[src/rtl/dmem_pkg.sv]
// Shared types and helpers for the data-memory responder.
//
// Contents:
//   state_t     - responder FSM states
//   req_t       - captured load/store request
//   WORD_BYTES  - byte lanes per storage word
//   addr_ok()   - alignment and range check for a byte address
package dmem_pkg;

    localparam int unsigned WORD_BYTES = 4;

    typedef enum logic [1:0] {
        IDLE,
        WAIT,
        RESP
    } state_t;

    typedef struct packed {
        logic        we;
        logic [31:0] addr;
        logic [31:0] wdata;
        logic [3:0]  be;
    } req_t;

    // True when addr is word aligned and its word index lies inside the array.
    // The comparison is done on the full word index, so high address bits that
    // do not fit the index field still count as out of range.
    function automatic logic addr_ok(input logic [31:0] addr, input int unsigned depth);
        logic [31:0] word_idx;
        word_idx = {2'b00, addr[31:2]};
        return (addr[1:0] == 2'b00) && (word_idx < depth);
    endfunction

endpackage

[src/rtl/dmem_array.sv]
// Word storage for the data-memory responder.
//
// Ports:
//   clk      - system clock, rising edge
//   reset    - asynchronous active-high reset; clears every word to zero
//   wr_en    - write strobe, qualified per lane by wr_be
//   wr_idx   - word index written
//   wr_data  - write data
//   wr_be    - byte-lane enables, bit i controls bits [8i+7:8i]
//   rd_en    - read strobe; rd_data is updated on the same edge
//   rd_idx   - word index read
//   rd_data  - registered read data, holds its value until the next rd_en
module dmem_array
    import dmem_pkg::*;
#(
    parameter int unsigned DEPTH_WORDS = 32,
    parameter int unsigned IDX_W       = $clog2(DEPTH_WORDS)
) (
    input  logic                  clk,
    input  logic                  reset,
    input  logic                  wr_en,
    input  logic [IDX_W-1:0]      wr_idx,
    input  logic [31:0]           wr_data,
    input  logic [WORD_BYTES-1:0] wr_be,
    input  logic                  rd_en,
    input  logic [IDX_W-1:0]      rd_idx,
    output logic [31:0]           rd_data
);

    logic [31:0] mem_q [DEPTH_WORDS];
    logic [31:0] rd_data_q;

    always_ff @(posedge clk or posedge reset) begin
        if (reset) begin
            for (int unsigned w = 0; w < DEPTH_WORDS; w++) begin
                mem_q[w] <= '0;
            end
        end else if (wr_en) begin
            for (int unsigned b = 0; b < WORD_BYTES; b++) begin
                if (wr_be[b]) begin
                    mem_q[wr_idx][8*b +: 8] <= wr_data[8*b +: 8];
                end
            end
        end
    end

    always_ff @(posedge clk or posedge reset) begin
        if (reset) begin
            rd_data_q <= '0;
        end else if (rd_en) begin
            rd_data_q <= mem_q[rd_idx];
        end
    end

    assign rd_data = rd_data_q;

endmodule

[src/rtl/dmem_responder.sv]
// Data-memory responder: target side of a valid/ready load/store port with a
// programmable access latency. One transaction is outstanding at a time.
//
// Ports:
//   clk, reset             - clock (rising edge), asynchronous active-high reset
//   req_valid / req_ready  - request handshake; req_ready is high only when idle
//   req_we                 - 1 = store, 0 = load
//   req_addr               - byte address (must be word aligned and in range)
//   req_wdata, req_be      - store data and byte-lane enables
//   resp_valid/resp_ready  - response handshake
//   resp_rdata             - load data; zero for stores and errors
//   resp_err               - misaligned or out-of-range request
//   ld_count, st_count     - completed non-error loads / stores, wrapping
module dmem_responder
    import dmem_pkg::*;
#(
    parameter int unsigned DEPTH_WORDS = 32,
    parameter int unsigned LATENCY     = 2
) (
    input  logic        clk,
    input  logic        reset,
    input  logic        req_valid,
    output logic        req_ready,
    input  logic        req_we,
    input  logic [31:0] req_addr,
    input  logic [31:0] req_wdata,
    input  logic [3:0]  req_be,
    output logic        resp_valid,
    input  logic        resp_ready,
    output logic [31:0] resp_rdata,
    output logic        resp_err,
    output logic [15:0] ld_count,
    output logic [15:0] st_count
);

    localparam int unsigned IDX_W    = $clog2(DEPTH_WORDS);
    localparam logic [3:0]  LAT_INIT = (LATENCY == 0) ? 4'd0 : 4'(LATENCY - 1);

    state_t      state_q, state_d;
    logic [3:0]  cnt_q, cnt_d;
    req_t        req_q;
    req_t        cur_req;
    logic        accept;
    logic        commit;
    logic        cur_ok;
    logic [IDX_W-1:0] cur_idx;
    logic        resp_err_q;
    logic        resp_ld_q;
    logic [15:0] ld_count_q;
    logic [15:0] st_count_q;
    logic [31:0] arr_rdata;

    assign accept = req_valid && req_ready;

    // With zero latency the commit happens on the acceptance edge, before the
    // request has been captured, so the live inputs are used in IDLE.
    always_comb begin
        cur_req = req_q;
        if (state_q == IDLE) begin
            cur_req.we    = req_we;
            cur_req.addr  = req_addr;
            cur_req.wdata = req_wdata;
            cur_req.be    = req_be;
        end
    end

    assign cur_ok  = addr_ok(cur_req.addr, DEPTH_WORDS);
    assign cur_idx = cur_req.addr[IDX_W+1:2];

    // Commit edge is the one entering RESP.
    assign commit = (state_q != RESP) && (state_d == RESP);

    always_comb begin
        state_d = state_q;
        cnt_d   = cnt_q;
        case (state_q)
            IDLE: begin
                if (accept) begin
                    if (LATENCY == 0) begin
                        state_d = RESP;
                    end else begin
                        state_d = WAIT;
                        cnt_d   = LAT_INIT;
                    end
                end
            end
            WAIT: begin
                if (cnt_q == 4'd0) begin
                    state_d = RESP;
                end else begin
                    cnt_d = cnt_q - 4'd1;
                end
            end
            RESP: begin
                if (resp_ready) begin
                    state_d = IDLE;
                end
            end
            default: begin
                state_d = IDLE;
            end
        endcase
    end

    always_ff @(posedge clk or posedge reset) begin
        if (reset) begin
            state_q <= IDLE;
            cnt_q   <= '0;
            req_q   <= '0;
        end else begin
            state_q <= state_d;
            cnt_q   <= cnt_d;
            if (accept) begin
                req_q <= cur_req;
            end
        end
    end

    always_ff @(posedge clk or posedge reset) begin
        if (reset) begin
            resp_err_q <= 1'b0;
            resp_ld_q  <= 1'b0;
            ld_count_q <= '0;
            st_count_q <= '0;
        end else if (commit) begin
            resp_err_q <= !cur_ok;
            resp_ld_q  <= cur_ok && !cur_req.we;
            if (cur_ok && !cur_req.we) begin
                ld_count_q <= ld_count_q + 16'd1;
            end
            if (cur_ok && cur_req.we) begin
                st_count_q <= st_count_q + 16'd1;
            end
        end
    end

    dmem_array #(
        .DEPTH_WORDS (DEPTH_WORDS),
        .IDX_W       (IDX_W)
    ) u_array (
        .clk     (clk),
        .reset   (reset),
        .wr_en   (commit && cur_ok && cur_req.we),
        .wr_idx  (cur_idx),
        .wr_data (cur_req.wdata),
        .wr_be   (cur_req.be),
        .rd_en   (commit && cur_ok && !cur_req.we),
        .rd_idx  (cur_idx),
        .rd_data (arr_rdata)
    );

    // Response fields are gated so they read zero outside RESP and for
    // stores/errors, regardless of what the array read register holds.
    assign req_ready  = (state_q == IDLE);
    assign resp_valid = (state_q == RESP);
    assign resp_rdata = (resp_valid && resp_ld_q) ? arr_rdata : 32'd0;
    assign resp_err   = resp_valid && resp_err_q;
    assign ld_count   = ld_count_q;
    assign st_count   = st_count_q;

endmodule
[config.mk]
export PLATFORM = sky130hd
export DESIGN_NAME = dmem_responder
export DESIGN_NICKNAME = d
export VERILOG_FILES = /design/src/rtl/dmem_pkg.sv /design/src/rtl/dmem_array.sv /design/src/rtl/dmem_responder.sv
export SDC_FILE = /design/constraint.sdc
export NUM_CORES = 2
export LEC_CHECK = 0
export BUFFER_PORTS_ARGS = -buffer_cell sky130_fd_sc_hd__buf_4
export CAP_MARGIN = 25
export CORE_UTILIZATION = 30
export DETAILED_ROUTE_END_ITERATION = 8
export HOLD_SLACK_MARGIN = 0.06
export SLEW_MARGIN = 10
export SYNTH_ARGS = -nofsm -noshare
export SYNTH_HDL_FRONTEND = slang
export SYNTH_HIERARCHICAL = 1
export SYNTH_SLANG_ARGS = --single-unit
export TNS_END_PERCENT = 30
[constraint.sdc]
create_clock -name clk -period 44.4 [get_ports clk]
set_input_delay 2.22 -clock clk [delete_from_list [all_inputs] [get_ports clk]]
set_output_delay 2.22 -clock clk [all_outputs]
set_load 0.005 [all_outputs]
# Word level (Yosys, flattened, before mapping)
# Cells that the tools add are included.
dict set report word_totals {
  wordCells 107
  in_bits 73
  regBits 1165
  output_inout_bits 67
}
dict set report op_classes {
  n_mux 31
  reduce_logical 20
  bitwise 1
  n_lt_le_gt_ge 3
  n_eq_ne 6
  n_addsub 3
}
# op n
set ops {}
lappend ops {{$mux W1024} 7}
lappend ops {{$bwmux W1024} 4}
lappend ops {{$demux W32 S5} 4}
lappend ops {{$bmux W32 S5} 1}
lappend ops {{$mux W32} 4}
lappend ops {{$mux W69} 1}
lappend ops {{$add A16 B1 Y16 const B} 2}
lappend ops {{$lt A30 B6 Y1 const B} 1}
lappend ops {{$mux W24} 1}
lappend ops {{$mux W16} 1}
lappend ops {{$logic_and A1 B1 Y1} 11}
lappend ops {{$mux W4} 2}
lappend ops {{$mux W8} 1}
lappend ops {{$pmux W4 S2} 1}
lappend ops {{$ge A6 B6 Y1 const B} 1}
lappend ops {{$lt A6 B1 Y1 const B} 1}
lappend ops {{$mux W2} 3}
lappend ops {{$not A5 Y6} 1}
lappend ops {{$pmux W2 S3} 1}
lappend ops {{$eq A2 B2 Y1 const B} 2}
lappend ops {{$logic_not A2 Y1} 2}
lappend ops {{$logic_not A4 Y1} 1}
lappend ops {{$ne A2 B2 Y1 const B} 2}
lappend ops {{$reduce_and A2 Y1} 2}
lappend ops {{6 further kinds} 7}

# Depth between registers and ports, before layout
dict set report depth {
  ltp_word 18
  depth_mapped 13
  depth_no_buf 9
}

# Modules after synthesis
# The synthesis kept the hierarchy.
# mod n_inst area_per_inst_um2 cells_each seq_area_each_um2
set modules_own_cells {}
lappend modules_own_cells {dmem_array 1 48460.2 3481 26425.3}
lappend modules_own_cells {dmem_responder 1 5345.1 569 2727.6}

# Least setup slack after synthesis
# Ideal clock, no wire load.
dict set report synth_path {
  path_type {in2reg}
  startpoint {input port req_addr[13]}
  endpoint {register u_array/mem_q[392] (netlist name)}
  stages 10
  t_arrival_ns 4.303
  setup_ns 0.125
  path_buffers 3
  required_ns 44.275
  setup_slack_ns 39.973
  cell_sequence {nor4_1 -> nand3_1 -> a211oi_4 -> and2_1 -> buf_6 -> buf_12 -> nand2_1 -> clkbuf_1 -> nor2_2 -> mux2_2}
}
dict set report synth_between {
  elab_chain_len 5
}
# element line
set synth_lines {}
lappend synth_lines {{start: declaration} dmem_responder.sv:25} ;# input logic [31:0] req_addr,
lappend synth_lines {{$mux W69} dmem_responder.sv:59} ;# if (state_q == IDLE) begin
lappend synth_lines {{$lt A30 B6 Y1} dmem_pkg.sv:31} ;# return (addr[1:0] == 2'b00) && (word_idx < depth);
lappend synth_lines {{$logic_and A1 B1 Y1} dmem_pkg.sv:31}
lappend synth_lines {{$logic_and A1 B1 Y1 (2 in series)} dmem_responder.sv:143} ;# .wr_en (commit && cur_ok && cur_req.we),
lappend synth_lines {{end signal: indexed assignment} dmem_array.sv:41} ;# mem_q[wr_idx][8*b +: 8] <= wr_data[8*b +: 8];
lappend synth_lines {{end: declaration} dmem_array.sv:30} ;# logic [31:0] mem_q [DEPTH_WORDS];
# Every way passes these cells.
# A chain may end at the register's enable or synchronous reset.

==> PnR_summary.wiki <==
{| class="wikitable"
! Metric !! Value
|-
| Result of the run || complete, no violations
|-
| Slew at the pin closest to its max-slew limit || ~1200 ps
|-
| Aggregate negative setup slack || 0 ps
|-
| Starting utilization of the core area || 30.2%
|-
| Hold-fix buffers at CTS || 0
|-
| Number of nets at the end of the flow || about 4200
|-
| Sequential-to-total area share from yosys stat || 54.2%
|-
| Clock insertion delay at the later pin of the skew report || 730 ps
|-
| Post-route worst hold slack || 470 ps
|-
| Post-detailed-route via-to-cell ratio || between 5 and 6
|-
| Most used cells in the layout excluding fill and tap cells || sky130_fd_sc_hd__dfrtp_1, sky130_fd_sc_hd__mux2_2, sky130_fd_sc_hd__mux2i_1
|-
| Total number of vias || 33141
|-
| Maximum achievable frequency || 186 MHz
|-
| Setup violation total in the final timing report || 0
|-
| Worst Hold Path Cells || 2
|-
| End of the worst register-to-register path || u_array/rd_data[6]
|-
| Clock sinks || 1165
|-
| Final hold viol count || 0
|-
| Netlist area before placement || 53800 um^2
|-
| Setup crit end kind || asynchronous set/reset pin
|-
| Endpoint required time on the critical path || 45160 ps
|-
| Startpoint of the worst hold path || req_q[20]
|-
| Distinct cell type count after synthesis || 50
|-
| Final critical-path share of the clock period || around 12%
|-
| Register clock-pin slew on the reported worst setup and hold paths || ~60 ps
|-
| Switching share of total power || 38.7%
|-
| Total track usage || 16.4%
|-
| VDD IR-drop max || 0.0642 mV
|-
| Via count of the first global-routing pass || 34433
|-
| Number of buffers created by CTS || 121
|-
| Ys flop type || sky130_fd_sc_hd__dfrtp_1
|-
| Clock skew after layout || between 15 and 20 ps
|-
| Buffer count from post-CTS setup fixing || 0
|-
| Core Rows || 155
|-
| I/O pin cnt || 140
|-
| Die X || 426 um
|-
| Maximum net fanout on the critical path || roughly 110
|-
| Clock group share of total power || between 30% and 40%
|-
| Total nets after synthesis || ~4100
|-
| Hold worst-path end || req_q[20]
|-
| Number of H-tree levels || 3
|-
| Placed wire-length estimate after detailed placement || 91000 um
|-
| Antenna violations before repair || 3
|-
| Power Density || 54.7 nW/um^2
|-
| Switching power summed over all nets || approximately 1300 uW
|-
| Routability congestion estimate from global placement || approximately 0.78
|-
| WL final || 150000 um
|-
| Register-to-register setup slack || 39250 ps
|-
| Synthesized instance count || 4050
|-
| Worst max-slew margin expressed relative to the limit || 16.8%
|-
| Final period demand of the worst path || 5380 ps
|-
| Static leakage || a little under 0.03 uW
|-
| Final cell count without fillers || 6540
|-
| Pins over their slew limit || 0
|-
| Count of flip-flops with a built-in enable after synthesis || 0
|-
| Pin count of the biggest net entering global routing || 189
|-
| Die area || 181000 um^2
|-
| Area of placed instances || ~57000 um^2
|-
| Fraction of layout instances using a drive strength above 1 || 38.0%
|-
| Core Area || 178000 um^2
|-
| Final global-route overflow total || 0
|-
| Worst min-delay path class || register to register
|-
| CTS root buf || sky130_fd_sc_hd__clkbuf_16
|-
| Die height || 426 um
|-
| Placed instance count || 6315
|-
| Syn Area/Cell || around 13 um^2
|-
| CP arrival || slightly above 6000 ps
|-
| Unrepaired setup endpoints after global routing || no
|-
| Worst Setup Path Type || input port to asynchronous set/reset pin
|-
| Finished Cell Area || 61200 um^2
|-
| Maximum count of clock buffers along a single path || 3
|-
| Critical path startpoint category || input port
|-
| Most common cell after layout, fill and taps aside || sky130_fd_sc_hd__dfrtp_1
|-
| Post-CTS resize count || 0
|-
| Reg-to-Reg Start || state_q[0]
|-
| R2r worst-path depth || 10
|-
| MaxCap Viol Count || 0
|-
| Number of optimization iterations in the first detailed-route pass || 5
|-
| Global-route wire length before repair || 227000 um
|-
| Antenna Violating Nets Remaining || 0
|-
| Initial detailed-routing violation count || 2288
|-
| Async S/R FF share, synth || 100%
|-
| #FFs+latches synth || 1165
|-
| Part of the power in combinational logic || 36.2%
|-
| Routed length per instance || 23.0 um
|-
| Post-route core utilization || 34.3%
|-
| Growth of design area from synthesis to finish || 13.8%
|-
| Share of total power in sequential cells || 33.2%
|-
| TritonCTS clock tree || built
|-
| Cell Int Power || 2050 uW
|-
| YS warnings || 6
|-
| Number of buffers added on ports || roughly 140
|-
| Post-route DRC violation count || 0
|}
## cells in the mapped netlist, drive strengths merged (3+ instances only)
cell,count,area (um^2)
nor2b,6,37.5
nand2,295,1130
and3,43,270
xnor2,28,245
clkbuf,173,649
dfrtp,1165,29200
xor2,3,26.3
o21ai,5,28.8
nor3,8,72.6
and2,15,95.1
a22oi,256,1920
a21oi,130,651
nand3,19,130
ha,3,37.5
nor4,43,269
buf,103,639
nand2b,5,31.3
nor2,99,622
mux2i,513,5130
inv,9,33.8
nand4,12,75.1
mux2,1100,12400
## routing by layer
layer / routed length [um] / share of wire (%) / up-vias / track usage, %
met3: 5690 / 3.8 / 219 / 2.16
met4: 3920 / 2.6 / 6 / 5.11
li1: - / - / 14725 / -
met2: 73500 / 49 / 624 / 27.7
met1: 66900 / 45 / 17567 / 21.8
met5: 31 / 0.021 / - / 0
## state kept, by name, indices dropped and copies added (netlist names)
| signal | count |
|---|---|
| cnt_q | 4 |
| ld_count | 16 |
| req_q | 69 |
| resp_err_q | 1 |
| resp_ld_q | 1 |
| st_count | 16 |
| state_q | 2 |
| u_array/mem_q | 1024 |
| u_array/rd_data | 32 |
## cell families (layout without fill, tap and decap cells)
logic type      after synthesis  in the layout  share of synthesized area, %
simple gates                560            560                          5.34
mux                        1613           1613                          32.6
xor+xnor                     31             31                         0.505
buf+inv                     285            419                          2.46
compound gates              393            393                          4.88
fa+ha+maj                     3              3                        0.0698
flops                      1165           1165                          54.2
other cells                   0              1                             0
## layout make-up
| type | count | area, um^2 |
|---|---|---|
| fillers | 17314 | 117000 |
| flip-flops and latches | 1165 | 29200 |
| multi-input cells | 2600 | 23400 |
| clock buffers | 175 | 3600 |
| well taps | 2355 | 2950 |
| repair buffers | 192 | 1640 |
| clock inverters | 43 | 415 |
| inverters | 9 | 47.5 |
| diodes | 1 | 2.50 |
## worst max path at each step
stage | start | end | slack (ps)
final | reset | u_array/mem_q[528] | 39020
after floorplan | reset | u_array/mem_q[0] | 12460
after detailed placement | reset | u_array/mem_q[1010] | 37690
after global placement | reset | u_array/mem_q[241] | 37790
after global routing | reset | u_array/mem_q[816] | 38450
after CTS | reset | u_array/mem_q[403] | 38490
## worst max-delay path, cell delays in order
cell and delay, ps:
sky130_fd_sc_hd__buf_4 150, sky130_fd_sc_hd__inv_8 470, sky130_fd_sc_hd__buf_4 520, sky130_fd_sc_hd__buf_16 310, sky130_fd_sc_hd__buf_4 690, sky130_fd_sc_hd__buf_4 510
sky130_fd_sc_hd__buf_16 300, sky130_fd_sc_hd__buf_4 710
## per-stage QoR
stage                     setup WS [ps]  power (uW)
after global routing              38450        3490
final                             39020        3350
after detailed placement          37690        2340
after CTS                         38490        3370
after floorplan                   12460        1930
after global placement            37790        2330
## power by group through the flow
stage                     logic, uW  registers, uW  clock network [uW]
after floorplan                 801           1130                   0
after global placement         1190           1130                   0
after detailed placement       1210           1130                   0
after CTS                      1210           1110                1050
after global routing           1280           1120                1090
final                          1210           1110                1020
(Power assumes the default switching activity.)
